$ cat config.mk
export PLATFORM = sky130hd
export DESIGN_NAME = rv_multicycle_ctrl
export DESIGN_NICKNAME = d
export VERILOG_FILES = /design/src/rtl/rv_ctrl_pkg.sv /design/src/rtl/rv_alu_decoder.sv /design/src/rtl/rv_multicycle_ctrl.sv
export SDC_FILE = /design/constraint.sdc
export NUM_CORES = 1
export LEC_CHECK = 0
export BUFFER_PORTS_ARGS = -buffer_cell sky130_fd_sc_hd__buf_2
export CAP_MARGIN = 0
export CELL_PAD_IN_SITES_DETAIL_PLACEMENT = 2
export CELL_PAD_IN_SITES_GLOBAL_PLACEMENT = 2
export CORE_ASPECT_RATIO = 0.6
export CORE_MARGIN = 2
export CORE_UTILIZATION = 19
export CTS_CLUSTER_DIAMETER = 50
export DETAILED_ROUTE_END_ITERATION = 16
export PLACE_DENSITY = 0.74
export SLEW_MARGIN = 25
export SYNTH_ARGS = -nofsm -noshare
export SYNTH_HDL_FRONTEND = slang
export SYNTH_SLANG_ARGS = --single-unit
$ cat constraint.sdc
create_clock -name clk -period 1.2 [get_ports clk]
set_input_delay 0.24 -clock clk [delete_from_list [all_inputs] [get_ports clk]]
set_output_delay 0.24 -clock clk [all_outputs]
set_load 0.01 [all_outputs]
$ cat src/rtl/rv_ctrl_pkg.sv
// rv_ctrl_pkg: opcodes, FSM state codes and datapath select codes shared by control and datapath
package rv_ctrl_pkg;
  localparam logic [6:0] OP_LW  = 7'b0000011;
  localparam logic [6:0] OP_SW  = 7'b0100011;
  localparam logic [6:0] OP_R   = 7'b0110011;
  localparam logic [6:0] OP_I   = 7'b0010011;
  localparam logic [6:0] OP_JAL = 7'b1101111;
  localparam logic [6:0] OP_BEQ = 7'b1100011;
  localparam logic [3:0] S_FETCH    = 4'd0;
  localparam logic [3:0] S_DECODE   = 4'd1;
  localparam logic [3:0] S_MEMADR   = 4'd2;
  localparam logic [3:0] S_MEMREAD  = 4'd3;
  localparam logic [3:0] S_MEMWB    = 4'd4;
  localparam logic [3:0] S_MEMWRITE = 4'd5;
  localparam logic [3:0] S_EXECUTER = 4'd6;
  localparam logic [3:0] S_EXECUTEI = 4'd7;
  localparam logic [3:0] S_ALUWB    = 4'd8;
  localparam logic [3:0] S_JAL      = 4'd9;
  localparam logic [3:0] S_BEQ      = 4'd10;
  localparam logic [1:0] RS_ALUOUT = 2'b00;
  localparam logic [1:0] RS_DATA   = 2'b01;
  localparam logic [1:0] RS_ALURES = 2'b10;
  localparam logic [1:0] SA_PC    = 2'b00;
  localparam logic [1:0] SA_OLDPC = 2'b01;
  localparam logic [1:0] SA_A     = 2'b10;
  localparam logic [1:0] SB_RD2  = 2'b00;
  localparam logic [1:0] SB_IMM  = 2'b01;
  localparam logic [1:0] SB_FOUR = 2'b10;
  localparam logic [2:0] ALU_ADD = 3'b000;
  localparam logic [2:0] ALU_SUB = 3'b001;
  localparam logic [2:0] ALU_AND = 3'b010;
  localparam logic [2:0] ALU_OR  = 3'b011;
  localparam logic [2:0] ALU_SLT = 3'b101;
  localparam logic [1:0] IMM_I = 2'b00;
  localparam logic [1:0] IMM_S = 2'b01;
  localparam logic [1:0] IMM_B = 2'b10;
  localparam logic [1:0] IMM_J = 2'b11;
endpackage

$ cat src/rtl/rv_alu_decoder.sv
// rv_alu_decoder: maps alu_op and instruction fields to the ALU operation code
module rv_alu_decoder
  import rv_ctrl_pkg::*;
(
  input  logic [1:0] alu_op,
  input  logic       op5,
  input  logic [2:0] funct3,
  input  logic       funct7b5,
  output logic [2:0] alu_control
);
  // alu_op 00/01 force add/sub; otherwise funct3 selects, with sub only for R-type funct7b5
  always_comb begin
    alu_control = !alu_op[1] ? (alu_op[0] ? ALU_SUB : ALU_ADD) :
                  funct3 == 3'b000 ? ((op5 & funct7b5) ? ALU_SUB : ALU_ADD) :
                  funct3 == 3'b010 ? ALU_SLT :
                  funct3 == 3'b110 ? ALU_OR :
                  funct3 == 3'b111 ? ALU_AND : ALU_ADD;
  end
endmodule

$ cat src/rtl/rv_multicycle_ctrl.sv
// rv_multicycle_ctrl: Moore FSM sequencing the multicycle RV32I datapath
module rv_multicycle_ctrl
  import rv_ctrl_pkg::*;
(
  input  logic       clk,
  input  logic       reset,
  input  logic [6:0] op,
  input  logic [2:0] funct3,
  input  logic       funct7b5,
  input  logic       zero,
  output logic       pc_write,
  output logic       adr_src,
  output logic       mem_write,
  output logic       ir_write,
  output logic       reg_write,
  output logic [1:0] result_src,
  output logic [1:0] alu_src_a,
  output logic [1:0] alu_src_b,
  output logic [2:0] alu_control,
  output logic [1:0] imm_src,
  output logic       illegal
);
  logic [3:0] r_state;
  logic [3:0] w_state;
  logic [3:0] w_next;
  logic [3:0] w_dec;
  logic [1:0] w_alu_op;
  logic       w_pc_update;
  logic       w_branch;
  logic       w_mem_write;
  logic       w_ir_write;
  logic       w_reg_write;
  logic       w_legal;
  // while reset is high the selects already show FETCH, whatever the stale state
  assign w_state = reset ? S_FETCH : r_state;
  assign w_legal = op == OP_LW || op == OP_SW || op == OP_R || op == OP_I || op == OP_JAL || op == OP_BEQ;
  assign w_dec = (op == OP_LW || op == OP_SW) ? S_MEMADR :
                 op == OP_R   ? S_EXECUTER :
                 op == OP_I   ? S_EXECUTEI :
                 op == OP_JAL ? S_JAL :
                 op == OP_BEQ ? S_BEQ : S_FETCH;
  // next-state selection
  always_comb begin
    w_next = r_state == S_FETCH ? S_DECODE :
             r_state == S_DECODE ? w_dec :
             r_state == S_MEMADR ? (op[5] ? S_MEMWRITE : S_MEMREAD) :
             r_state == S_MEMREAD ? S_MEMWB :
             (r_state == S_EXECUTER || r_state == S_EXECUTEI || r_state == S_JAL) ? S_ALUWB : S_FETCH;
  end
  // state register
  always_ff @(posedge clk) begin
    r_state <= reset ? S_FETCH : w_next;
  end
  // per-state Moore outputs
  always_comb begin
    w_pc_update = 1'b0;
    w_branch    = 1'b0;
    w_mem_write = 1'b0;
    w_ir_write  = 1'b0;
    w_reg_write = 1'b0;
    w_alu_op    = 2'b00;
    adr_src     = 1'b0;
    result_src  = RS_ALUOUT;
    alu_src_a   = SA_PC;
    alu_src_b   = SB_RD2;
    case (w_state)
      S_FETCH: begin
        w_ir_write  = 1'b1;
        w_pc_update = 1'b1;
        alu_src_b   = SB_FOUR;
        result_src  = RS_ALURES;
      end
      S_DECODE: begin
        alu_src_a = SA_OLDPC;
        alu_src_b = SB_IMM;
      end
      S_MEMADR: begin
        alu_src_a = SA_A;
        alu_src_b = SB_IMM;
      end
      S_MEMREAD: adr_src = 1'b1;
      S_MEMWB: begin
        result_src  = RS_DATA;
        w_reg_write = 1'b1;
      end
      S_MEMWRITE: begin
        adr_src     = 1'b1;
        w_mem_write = 1'b1;
      end
      S_EXECUTER: begin
        alu_src_a = SA_A;
        w_alu_op  = 2'b10;
      end
      S_EXECUTEI: begin
        alu_src_a = SA_A;
        alu_src_b = SB_IMM;
        w_alu_op  = 2'b10;
      end
      S_ALUWB: w_reg_write = 1'b1;
      S_JAL: begin
        alu_src_a   = SA_OLDPC;
        alu_src_b   = SB_FOUR;
        w_pc_update = 1'b1;
      end
      S_BEQ: begin
        alu_src_a = SA_A;
        w_alu_op  = 2'b01;
        w_branch  = 1'b1;
      end
      default: ;
    endcase
  end
  assign pc_write  = ~reset & (w_pc_update | (w_branch & zero));
  assign ir_write  = ~reset & w_ir_write;
  assign mem_write = ~reset & w_mem_write;
  assign reg_write = ~reset & w_reg_write;
  assign illegal   = ~reset & (w_state == S_DECODE) & ~w_legal;
  assign imm_src = op == OP_SW ? IMM_S : op == OP_BEQ ? IMM_B : op == OP_JAL ? IMM_J : IMM_I;
  rv_alu_decoder u_alu_dec (
    .alu_op     (w_alu_op),
    .op5        (op[5]),
    .funct3     (funct3),
    .funct7b5   (funct7b5),
    .alu_control(alu_control)
  );
endmodule

# Word level (Yosys, flattened, before mapping)
# Index checks and enable logic that the tools add are counted.
[classes]
reduce_logical = 18
n_mux = 32
n_bitwise = 11
eq_ne = 25
[op_table]
columns = ["cell", "n"]
rows = [
  ["4-bit two-way mux", 10],
  ["4-bit by 3-bit equality test with 1-bit output (second input constant)", 6],
  ["4-bit by 2-bit equality test with 1-bit output (second input constant)", 4],
  ["4-bit equality test (second input constant)", 4],
  ["2-bit case mux with 2 select lines", 4],
  ["3-bit two-way mux", 5],
  ["7-bit by 6-bit equality test with 1-bit output (second input constant)", 2],
  ["7-bit equality test (second input constant)", 2],
  ["2-bit OR reduction", 6],
  ["1-bit two-way mux", 9],
  ["1-bit bitwise AND", 8],
  ["4-bit by 1-bit equality test with 1-bit output (second input constant)", 2],
  ["4-bit zero test", 2],
  ["2-bit two-way mux", 4],
  ["7-bit by 2-bit equality test with 1-bit output (second input constant)", 1],
  ["7-bit by 5-bit equality test with 1-bit output (second input constant)", 1],
  ["1-bit logical OR", 7],
  ["3-bit equality test (second input constant)", 2],
  ["4-bit OR reduction", 1],
  ["3-bit by 2-bit equality test with 1-bit output (second input constant)", 1],
  ["3-bit zero test", 1],
  ["3-bit OR reduction", 1],
  ["1-bit inverter", 2],
  ["1-bit OR", 1],
]
[totals]
regBits = 4

# Depth between registers and ports, before layout
[depth]
word_depth = 8
ltp_mapped = 4
ltp_nobuf = 3

# Modules after synthesis
# A second synthesis with hierarchy kept.
[hier_totals]
hier_cells = 78
hier_area_um2 = 535.5
[modules_own_cells]
columns = ["mod", "area_per_inst_um2", "cells_each", "n_inst"]
rows = [
  ["rv_multicycle_ctrl", 493.0, 71, 1],
  ["rv_alu_decoder", 42.5, 7, 1],
]

# Worst setup path after synthesis
# No wires, ideal clock.
[synth_timing]
kind = "reg2out"
startpoint = "register r_state[0]"
endpoint = "output pc_write"
arrival_ns = 1.396
n_path_buf = 1
stages_incl_launch_ff = 5
setup_slack_ns = -0.436
path_cell_list = "dfxtp_1 buf_2 and2b_1 a21oi_1 a2111oi_0"
[synth_via]
elab_chain_cells = 6
elab_cells_between_ends = 10
[synth_rtl]
columns = ["item", "line", "text"]
rows = [
  ["start, declared", "rv_multicycle_ctrl.sv:23", "logic [3:0] r_state;"],
  ["start signal, assigned", "rv_multicycle_ctrl.sv:52", "r_state <= reset ? S_FETCH : w_next;"],
  ["4-bit two-way mux *", "rv_multicycle_ctrl.sv:35", "assign w_state = reset ? S_FETCH : r_state;"],
  ["4-bit equality test or 4-bit zero test (tied branches)", "rv_multicycle_ctrl.sv:66", "case (w_state)"],
  ["2-bit OR reduction (no source line) or 1-bit two-way mux (tied branches)", "-", ""],
  ["1-bit two-way mux or 1-bit bitwise AND (tied branches)", "rv_multicycle_ctrl.sv:66, rv_multicycle_ctrl.sv:113", ""],
  ["1-bit OR *", "rv_multicycle_ctrl.sv:113", "assign pc_write = ~reset & (w_pc_update | (w_branch & zero));"],
  ["1-bit bitwise AND *", "rv_multicycle_ctrl.sv:113", ""],
  ["end, declared", "rv_multicycle_ctrl.sv:11", "output logic pc_write,"],
]
# Mark *: on every way between the ends. The rest lies on a longest branch, timed or not.

# Worst setup path after layout
[layout_timing]
startpoint = "register r_state[1]"
endpoint = "output pc_write"
# The elaborated chain is that of the path after synthesis.

==> results.ini <==
[outcome]
status = finished with violations
failed_checks = negative setup slack

[cts]
cts_buffers = 3
clockRootBuffer = clkbuf_8
clk_latency_ns = 0.22
clock_path_buffers = 2
clk_pin_slew_worst_paths_ns = 0.04
hold_buffers = 0
h-tree-depth = 1
clkSinkCount = 4
cts_tree = yes

[sta]
fmax_mhz = 558
slew_violations = 0
final.setup.worst_slack_ns = -0.593
period_share_pct = 149
slew_headroom_pct = 73.7
worst_pin_slew_ns = 0.390
skew_ns = 0.00534
hold_violations = 0
rsz0062_at_grt = true
min_period_ns = 1.79
setup_viol = 21

[placed_design]
post-place-cells = 153
hpwl_um = 2230
port_buffers = 30
place_congestion = 0.801

[cells_and_area]
synthToLayoutAreaGrowth_pct = 165
layout.nets = 153
fin_util_pct = 54.4
stdcell_count = 169
largest_register_ffs = 4
largestRegisters = r_state (4)
regMostFlops = r_state
diodes = 0
n_fill_cell = 251
layout-drive-gt1-share_pct = 75.9

[worst_setup_path]
slowest_delay_ns = 0.39
end_kind = output pin
path_cells = buf_4, nor2b_1, a21oi_1, a2111oi_4, buf_2
cp-start-kind = flip-flop
crit_required_ns = 0.96
slowest_stage = dfxtp_4
cp_top_family = compound AO/OA/AOI/OAI gates
crit_type = reg2out
critPathMaxFanout = 5
worst-path-buf-inv = 2
critPathArrivalTime_ns = 1.55

[synthesis]
yosysWarnings = 0
syn_area_per_cell_um2 = 7.38
syn_area_um2 = 524
synth_edf_count = 0
yosys_register_bits = 4
synthCells = 71
synth_ff_type = dfxtp_1
synth.distinct_cells = 37
synth_largest_area_cell = dfxtp_1
yosys.area_share.adder_pct = 0
synth_compound_area_share_pct = 23.2
synthXorXnorAreaFrac_pct = 6.68
ys_top_cells_by_area = dfxtp_1 15%, nor2b_1 4.8%, nor2_1 4.3%
yosysTopAreaCellShare_pct = 15.3
synth_top_family_by_area = simple AND/OR/NAND/NOR gates
yosys.area_share.simple_pct = 44.2
synth_fp_nets = 85
async_flop_share_pct = 0
synthMuxAreaShare_pct = 4.06
ys_seq_area_share_pct = 15.3

[global_routing]
grt-ovfl-total = 0
antenna_found_initial = 0
use_met2_pct = 45.2
grt-busiest-layer = met2
use_met1_pct = 30.5
first_global_vias = 1035
met3_usage_pct = 7.37
grt_pass1_wl_um = 5950
grt_usage_pct = 25.9
grt_max_degree = 11

[power_and_ir_drop]
p_leak_nw = 0.630
ir_drop_mv = 0.293
power.density_mw_per_mm2 = 649

[floorplanning]
die_x_um = 71.8
die-area_mm2 = 0.00321
start_util_pct = 20.5
core_area_mm2 = 0.00256
rows = 14
ioPinCount = 31
die-height_um = 44.7

[detailed_routing]
vias_per_cell = 5.48
routedWlPerCell_um = 27.4
drtIter0Drc = 22
drc = 0
drt-total-wl_um = 4630
vias = 926
first_pass_iters = 4
ant_nets = 0

[run]
maxCapViolations = 0

[min_path]
hp-class = in2reg

==> cell usage in the layout, fill, tap and decap left out, types with 3 or more instances in the layout <==
master,netlist,layout
nor2_1,6,4
buf_4,0,22
buf_12,0,3
nor2b_4,0,3
buf_6,0,14
buf_2,4,26
clkbuf_8,0,3
==> where the power goes <==
part           internal, mW  total, mW  switching (mW)
Combinational         0.233      0.453           0.220
Clock                 0.215      0.302          0.0868
Sequential            0.137      0.148          0.0103
==> cell type report <==
| cell class | instances | area (µm²) | share of cell area, % |
|---|---|---|---|
| Multi-Input combinational cell | 59 | 641 | 46.0 |
| Clock buffer | 3 | 41.3 | 2.97 |
| Inverter | 3 | 11.3 | 0.809 |
| Sequential cell | 4 | 90.1 | 6.47 |
| Tap cell | 32 | 40.0 | 2.88 |
| Timing Repair Buffer | 68 | 568 | 40.8 |
==> layer usage <==
metal / vias up / routed length, µm / share of wire [%]
met1: 481 / 1950 / 42
met2: 30 / 2340 / 51
met5: - / 0 / 0
li1: 401 / - / -
met4: 0 / 176 / 3.8
met3: 14 / 168 / 3.6
==> worst min-delay path: stages <==
cell       delay (ns)
buf_2            0.16
buf_12           0.14
a2111oi_4        0.05
o21a_1           0.09
==> repair_timing <==
action,CTS,global route
pin swaps,9,12
resized for setup,35,23
cloned,0,1
setup endpoints to repair,20,21
setup buffers,8,5
==> synthesized netlist by cell type (2+ instances only) <==
cell type  n
nor3b_1    2
o21a_1     2
nand2b_1   2
a2111oi_0  2
nand2_1    2
and3_1     2
xor2_1     2
nor4b_1    2
nor3_1     4
buf_2      4
nor4_1     2
dfxtp_1    4
o21ai_0    2
nand4_1    2
a21oi_1    4
nor2_1     6
nor2b_1    4
inv_1      3
xnor2_1    2
==> worst paths after layout <==
| kind | startpoint | to | slack, ns | depth (start not counted) |
|---|---|---|---|---|
| hold reg to reg | r_state[0] | r_state[0] | 0.72 | 3 |
| hold / removal | reset | r_state[0] | 0.50 | 4 |
| setup / recovery | r_state[1] | pc_write | -0.59 | 5 |
| setup reg to reg | r_state[3] | r_state[1] | -0.48 | 5 |
==> stage by stage <==
step                      instance area, µm²  setup TNS (ns)  hold WS [ns]  total power, mW  setup WS (ns)
after floorplan                          619          -0.580         0.408            0.293        -0.0992
after global placement                   967           -2.48         0.680            0.423         -0.214
after detailed placement                 967           -3.79         0.689            0.440         -0.288
after CTS                               1230           -6.70         0.480            0.804         -0.513
after global routing                    1390           -8.74         0.506            0.945         -0.652
final                                   1390           -7.72         0.502            0.903         -0.593
==> cell families (layout without fill, tap and decap cells) <==
| logic type | Yosys count | after routing |
|---|---|---|
| AND/OR/NAND/NOR | 36 | 36 |
| AO/OA/AOI/OAI | 17 | 17 |
| buffers and inverters | 8 | 74 |
| XOR/XNOR | 4 | 4 |
| flip-flops | 4 | 4 |
| multiplexers | 2 | 2 |
Note: power is estimated with default switching activity, not from simulation.
